==> src/rtl/udp_rx_mux.sv <==
// rtl/udp_rx_mux.sv - UDP header parser and destination-port demultiplexer
//
// Parses the UDP header at the start of an IP payload byte stream. It compares
// the destination port against a small table of listening ports. When an entry
// matches, it forwards the UDP payload tagged with the index of that entry.
//
// Ports:
//   i_clk, i_rst        clock, synchronous active-high reset
//   i_cfg_we/idx/port/en  port table write (entry index, port value, enable)
//   i_ip_data/len/last/valid  IP payload byte stream, UDP header first;
//                             i_ip_len is held for the whole frame
//   o_udp_data/valid/last     delivered UDP payload bytes
//   o_udp_len                 UDP length field minus 8
//   o_udp_ch                  index of the matched table entry
//   o_udp_src_port            source port of the current datagram
//   o_err_short, o_err_len    one-cycle error pulses
//   o_drop_cnt                saturating count of dropped datagrams
module udp_rx_mux #(
  parameter int          P_PORT_NUM  = 4,
  parameter logic [15:0] P_PORT_BASE = 16'h8080,
  parameter int          CH_W        = (P_PORT_NUM > 1) ? $clog2(P_PORT_NUM) : 1
) (
  input  logic            i_clk,
  input  logic            i_rst,
  input  logic            i_cfg_we,
  input  logic [2:0]      i_cfg_idx,
  input  logic [15:0]     i_cfg_port,
  input  logic            i_cfg_en,
  input  logic [7:0]      i_ip_data,
  input  logic [15:0]     i_ip_len,
  input  logic            i_ip_last,
  input  logic            i_ip_valid,
  output logic [7:0]      o_udp_data,
  output logic [15:0]     o_udp_len,
  output logic [CH_W-1:0] o_udp_ch,
  output logic [15:0]     o_udp_src_port,
  output logic            o_udp_last,
  output logic            o_udp_valid,
  output logic            o_err_short,
  output logic            o_err_len,
  output logic [15:0]     o_drop_cnt
);

  typedef enum logic [1:0] {IDLE, HDR, PAYLOAD, DISCARD} state_t;

  state_t                state, state_nxt;
  logic [15:0]           cnt;       // index of the next valid byte (outside IDLE)
  logic [15:0]           idx;       // index of the byte currently presented
  logic [15:0]           src_q;
  logic [7:0]            dst_hi;
  logic [7:0]            len_hi;
  logic [15:0]           len_q;
  logic                  match_q;
  logic [15:0]           port_tbl [P_PORT_NUM];
  logic [P_PORT_NUM-1:0] en_tbl;

  logic                  hit;
  logic [CH_W-1:0]       hit_ch;
  logic [15:0]           len_w;
  logic                  len_bad;
  logic                  emit, emit_last, err_short_s, err_len_s, drop_s;

  // Scan from the top down so the lowest matching index is the one kept.
  always_comb begin
    hit    = 1'b0;
    hit_ch = '0;
    for (int k = P_PORT_NUM - 1; k >= 0; k--) begin
      if (en_tbl[k] && (port_tbl[k] == {dst_hi, i_ip_data})) begin
        hit    = 1'b1;
        hit_ch = CH_W'(k);
      end
    end
  end

  always_comb begin
    idx         = (state == IDLE) ? 16'd0 : cnt;
    len_w       = {len_hi, i_ip_data};
    len_bad     = (len_w < 16'd8) || (len_w > i_ip_len);
    state_nxt   = state;
    emit        = 1'b0;
    emit_last   = 1'b0;
    err_short_s = 1'b0;
    err_len_s   = 1'b0;
    drop_s      = 1'b0;
    if (i_ip_valid) begin
      case (state)
        IDLE, HDR: begin
          state_nxt = HDR;
          if ((idx == 16'd5) && len_bad) begin
            // A bad length drops the datagram on its own; no short error is added later.
            err_len_s = 1'b1;
            drop_s    = 1'b1;
            state_nxt = DISCARD;
          end else if (idx == 16'd7) begin
            if (!match_q) begin
              drop_s    = 1'b1;
              state_nxt = DISCARD;
            end else if (i_ip_last && (len_q != 16'd8)) begin
              // The header is complete but the payload is missing.
              err_short_s = 1'b1;
              drop_s      = 1'b1;
            end else begin
              state_nxt = PAYLOAD;
            end
          end else if (i_ip_last) begin
            err_short_s = 1'b1;
            drop_s      = 1'b1;
          end
        end
        PAYLOAD: begin
          if (idx < len_q) begin
            emit = 1'b1;
            if (idx == len_q - 16'd1) begin
              emit_last = 1'b1;
              state_nxt = DISCARD;
            end else if (i_ip_last) begin
              emit_last   = 1'b1;
              err_short_s = 1'b1;
            end
          end else begin
            state_nxt = DISCARD;
          end
        end
        default: ;
      endcase
      if (i_ip_last) state_nxt = IDLE;
    end
  end

  always_ff @(posedge i_clk) begin
    if (i_rst) begin
      state          <= IDLE;
      cnt            <= 16'd0;
      src_q          <= 16'd0;
      dst_hi         <= 8'd0;
      len_hi         <= 8'd0;
      len_q          <= 16'd0;
      match_q        <= 1'b0;
      o_udp_data     <= 8'd0;
      o_udp_len      <= 16'd0;
      o_udp_ch       <= '0;
      o_udp_src_port <= 16'd0;
      o_udp_last     <= 1'b0;
      o_udp_valid    <= 1'b0;
      o_err_short    <= 1'b0;
      o_err_len      <= 1'b0;
      o_drop_cnt     <= 16'd0;
      en_tbl         <= '1;
      for (int k = 0; k < P_PORT_NUM; k++) port_tbl[k] <= P_PORT_BASE + 16'(k);
    end else begin
      state       <= state_nxt;
      o_udp_valid <= emit;
      o_udp_last  <= emit_last;
      o_err_short <= err_short_s;
      o_err_len   <= err_len_s;
      if (emit) o_udp_data <= i_ip_data;
      if (drop_s && (o_drop_cnt != 16'hFFFF)) o_drop_cnt <= o_drop_cnt + 16'd1;

      if (i_ip_valid) begin
        cnt <= (idx == 16'hFFFF) ? idx : idx + 16'd1;
        case (idx)
          16'd0: src_q[15:8] <= i_ip_data;
          16'd1: src_q[7:0]  <= i_ip_data;
          16'd2: dst_hi      <= i_ip_data;
          16'd3: begin
            match_q <= hit;
            if (hit) o_udp_ch <= hit_ch;
          end
          16'd4: len_hi <= i_ip_data;
          16'd5: begin
            len_q          <= len_w;
            o_udp_len      <= len_w - 16'd8;
            o_udp_src_port <= src_q;
          end
          default: ;
        endcase
      end

      for (int k = 0; k < P_PORT_NUM; k++) begin
        if (i_cfg_we && (i_cfg_idx == 3'(k))) begin
          port_tbl[k] <= i_cfg_port;
          en_tbl[k]   <= i_cfg_en;
        end
      end
    end
  end

endmodule

==> config.mk <==
export PLATFORM = sky130hd
export DESIGN_NAME = udp_rx_mux
export DESIGN_NICKNAME = d
export VERILOG_FILES = /design/src/rtl/udp_rx_mux.sv
export SDC_FILE = /design/constraint.sdc
export NUM_CORES = 1
export LEC_CHECK = 0
export ABC_AREA = 1
export CAP_MARGIN = 20
export CORE_MARGIN = 5
export CORE_UTILIZATION = 50
export CTS_CLUSTER_DIAMETER = 60
export DETAILED_ROUTE_END_ITERATION = 12
export PLACE_DENSITY = 0.71
export SLEW_MARGIN = 10
export SYNTH_ARGS = -nofsm -noshare
export SYNTH_HDL_FRONTEND = slang
export SYNTH_SLANG_ARGS = --single-unit
==> constraint.sdc <==
create_clock -name i_clk -period 3.9 [get_ports i_clk]
set_input_delay 0.39 -clock i_clk [delete_from_list [all_inputs] [get_ports i_clk]]
set_output_delay 0.39 -clock i_clk [all_outputs]
set_load 0.01 [all_outputs]
==> impl.org <==
** Critical path
- Required time of the critical path :: 4.26 ns
- STA classifies the critical path endpoint as a register.
- For the worst flop-to-flop path, the logic depth is 9.
- Reg-to-reg critical path endpoint :: cnt[15]$_SDFFE_PP0P_
- Critical setup path kind :: reg -> reg
- Maximum fanout along the worst path :: 13
- For the worst setup path, the data arrival time is 3.43 ns.
- Category of the worst setup path launch point :: register
- In this run the register-to-register setup slack is 0.82 ns.
- Reg-to-reg critical path startpoint :: state[1]$_SDFFE_PP0P_

** Clock tree
- Post-CTS clock slew at the launch and capture registers of the worst setup and hold paths :: 0.09 ns
- Post-CTS repair changed the size of 0 cells.
- CTS placed an instance of clkbuf_16 at the clock tree root.
- Number of clock buffers inserted by TritonCTS :: 17
- Buffers inserted to repair hold after CTS numbered 0.
- Counting every sink on the clock net gives 194.
- H-tree level count :: 4
- Post-CTS setup buffer count :: 0
- Clock latency at the later pin of the worst-skew pair :: 0.44 ns
- The clock passes through at most 2 buffers.
- CTS tree :: built

** Synthesis
- The number of nets in the synthesized netlist is 1491.
- #FFs+latches synth :: 194
- Top flip-flop cell by instance count after synthesis :: dfxtp_1
- Number of distinct standard cells referenced by the synthesized netlist :: 51
- The complex-gate fraction of the synthesized area was 0.121.
- In this run, synthesis inferred 64 flip-flops with an integrated enable.
- Synth area leaders :: dfxtp_1, edfxtp_1, nand2_1
- Syn Inst Count :: 1403
- Of all cell types, the one taking the most synthesized area is dfxtp_1.
- Combinational family with the most area after synthesis :: simple AND/OR/NAND/NOR gates
- For this run, the number of Yosys warnings is 0.
- A synthesized cell averages 7.47 um^2.
- Proportion of register bits with asynchronous set or reset after synthesis :: 0
- XOR/XNOR Fraction of Synth Area :: 0.0451
- Of the total synthesized cell area, the portion taken by AND, OR, NAND and NOR gates is 0.267.
- Fraction of synthesized area in multiplexers :: 0
- Fraction of the mapped netlist area in adder cells :: 0.0465
- Sequential area share after synthesis :: 0.431
- Portion of synthesized cell area occupied by the leading cell type :: 0.248
- Cell area after synthesis :: 10500 um^2

** Routing
- Number of design-rule violations left by the first detailed-router iteration :: 740
- Wire length after detailed routing :: 29.7 mm
- In this run the remaining antenna-violating nets after routing total 0.
- After detailed routing, the number of remaining DRC violations is 0.
- Number of iterations in the first detailed-routing pass :: 6
- Routed vias/inst :: 5.35
- In the final routed layout, each cell accounts on average for 16.7 um.
- The final route contains 9534 vias.

** Cells and area
- Summing all multi-input logic gate instances after layout gives 5030 um^2.
- Registers take 4520 um^2.
- From synthesis to final layout, the design area changed by 17.7%.
- Leading cell types in the layout, fill and taps excluded :: nand2_1, nor2_1, inv_1, dfxtp_1, a21oi_1
- Nets :: 1581
- Leading cell type in the layout, fill and taps excluded :: nand2_1
- Once layout is complete, the utilization of the core stands at 0.593.
- Final cell count without fillers :: 1781
- Filler Cell Count :: 1993
- 0 antenna diodes ended up in the layout.
- In the final layout, the share of cells above drive strength 1 is 0.0531.

** Die
- 111 I/O pins were placed.
- Initial cell density of the core :: 0.504
- X dimension of the die :: 155 um
- Total die area :: 24000 um^2
- Measured along the y axis, the die boundary spans 155 um.
- Area of the core :: 20800 um^2
- FP Rows :: 53

** Hold path
- Hold path start :: i_rst
- Worst hold path type :: in -> reg
- The worst hold path passes through 4 cells.
- The worst hold path terminates at dst_hi[2]$_SDFFE_PP0P_.

** Global routing
- Total Routing Usage GR :: 0.247
- Number of global-route vias before repair :: 8913
- The initial antenna violation count came to 0.
- The first global-routing pass estimated 46.8 mm of wire.
- Global routing finished with a remaining overflow of 0.
- Entering global routing, the biggest net connects 78 pins.

** Placed design
- In this run the tool buffered the top-level ports with 110 buffer cells.
- The HPWL after detailed placement is 22.0 mm.
- Placer congestion estimate :: 0.965
- Cell count after placement :: 1749
- Before CTS, the worst setup slack after placement is 0.759 ns.

** Pwr
- Total net switching power :: 1.14 mW
- Of the total power, the clock network draws 0.403.
- The share of total power dissipated in combinational logic is 0.085.
- Cell internal power was estimated by the tool at 3.13 mW.
- In this run the power density over the cells is 346 nW/um^2.
- The worst-case IR drop observed on VDD is 0.000233 V.
- Of the total power, the share spent switching nets is 0.267.
- Of the total power, registers draw 0.512.
- For this design the static power due to leakage is 5.02 nW.

** Timing
- Between clock sinks in the finished design, the worst skew comes to 0.0181 ns.
- Adding up every negative setup slack in the final design gives 0 ns.
- Post-layout min period :: 3.08 ns
- Slew at the pin with the worst max-slew slack :: 0.888 ns
- Fraction of the cycle the final worst path needs :: 0.789
- The max-slew violation count came to 0.
- Finish-stage setup viols :: 0
- Hold WS :: 0.404 ns
- Final-report hold violation count :: 0
- Setup ws final :: 0.824 ns
- Unrepaired setup endpoints after global routing :: false
- Maximum clock frequency :: 0.325 GHz
- Measured against its own limit, the worst slew margin works out to 0.407.

** Job
- The tool flagged a number of max-cap violations equal to 0.

** Run status
- Status :: complete, no violations
[through the flow]
step / instance area (um^2) / power [mW]
final: 12300 / 4.27
after global routing: 12300 / 4.42
after CTS: 12300 / 4.28
after detailed placement: 11800 / 2.59
after global placement: 11800 / 2.59
after floorplan: 10500 / 2.44
[state kept, by name, indices dropped and copies added (netlist names)]
| register | flops |
|---|---|
| port_tbl | 64 |
| cnt | 16 |
| o_drop_cnt | 16 |
| o_udp_len | 16 |
| o_udp_src_port | 16 |
| src_q | 16 |
| len_q | 13 |
| dst_hi | 8 |
| len_hi | 8 |
| o_udp_data | 8 |
| en_tbl | 4 |
| o_udp_ch | 2 |
| state | 2 |
| match_q | 1 |
| o_err_len | 1 |
| o_err_short | 1 |
| o_udp_last | 1 |
| o_udp_valid | 1 |
[how the worst max path moves through the flow]
stage	startpoint	endpoint	slack (ns)	cells past startpoint
3_3_place_gp	i_ip_data[7]	o_drop_cnt[11]$_SDFFE_PP0P_	0.85	16
5_1_grt	state[1]$_SDFFE_PP0P_	cnt[15]$_SDFFE_PP0P_	0.69	9
6_report	state[1]$_SDFFE_PP0P_	cnt[15]$_SDFFE_PP0P_	0.82	9
4_1_cts	state[1]$_SDFFE_PP0P_	cnt[15]$_SDFFE_PP0P_	0.93	9
3_5_place_dp	i_ip_data[7]	o_drop_cnt[11]$_SDFFE_PP0P_	0.76	15
2_1_floorplan	state[1]$_SDFFE_PP0P_	state[1]$_SDFFE_PP0P_	1.42	15
[per-layer routing]
metal | vias to the layer above | GRT usage | share of wire
met5 | - | 0 | 0
met4 | 0 | 0.0828 | 0.026
met3 | 49 | 0.0392 | 0.058
met1 | 4448 | 0.312 | 0.41
li1 | 4736 | - | -
met2 | 301 | 0.430 | 0.50
[power by group through the flow]
stage               Sequential, mW  Combinational, mW  Clock [mW]
floorplan                     2.22              0.222           0
global placement              2.23              0.357           0
detailed placement            2.23              0.362           0
CTS                           2.19              0.364        1.73
global route                  2.19              0.399        1.83
finish                        2.19              0.365        1.72
[synthesized netlist by cell type (9+ instances only)]
library cell  number
a211oi_1          10
a21oi_1          120
buf_2              9
clkbuf_1          33
dfxtp_1          130
edfxtp_1          64
ha_1              39
inv_1            175
nand2_1          319
nand3_1           67
nand4_1           16
nor2_1           185
nor3_1            26
o21ai_0           63
xnor2_1           15
xor2_1            39
[cells by family (layout without fill, tap and decap cells)]
logic type | Yosys count | in the layout
compound gates | 231 | 231
flops | 194 | 194
buf+inv | 234 | 337
xor+xnor | 54 | 54
simple gates | 651 | 651
fa+ha+maj | 39 | 39
[area by class of cell]
cell class	instances	share of cell area
flip-flops and latches	194	0.367
well taps	275	0.0279
inverters	184	0.0560
clock inverters	14	0.0115
clock buffers	18	0.0348
multi-input cells	975	0.408
repair buffers	121	0.0955
[critical path: stages (launching register included)]
cell     delay, ns
dfxtp_1       0.44
nor2_4        0.15
nor2_1        0.37
ha_1          0.37
nand3_1       0.17
nor2_1        0.19
nand3_1       0.22
nor4_2        0.70
o21ai_0       0.23
a21oi_1       0.15
(Power assumes the default switching activity.)
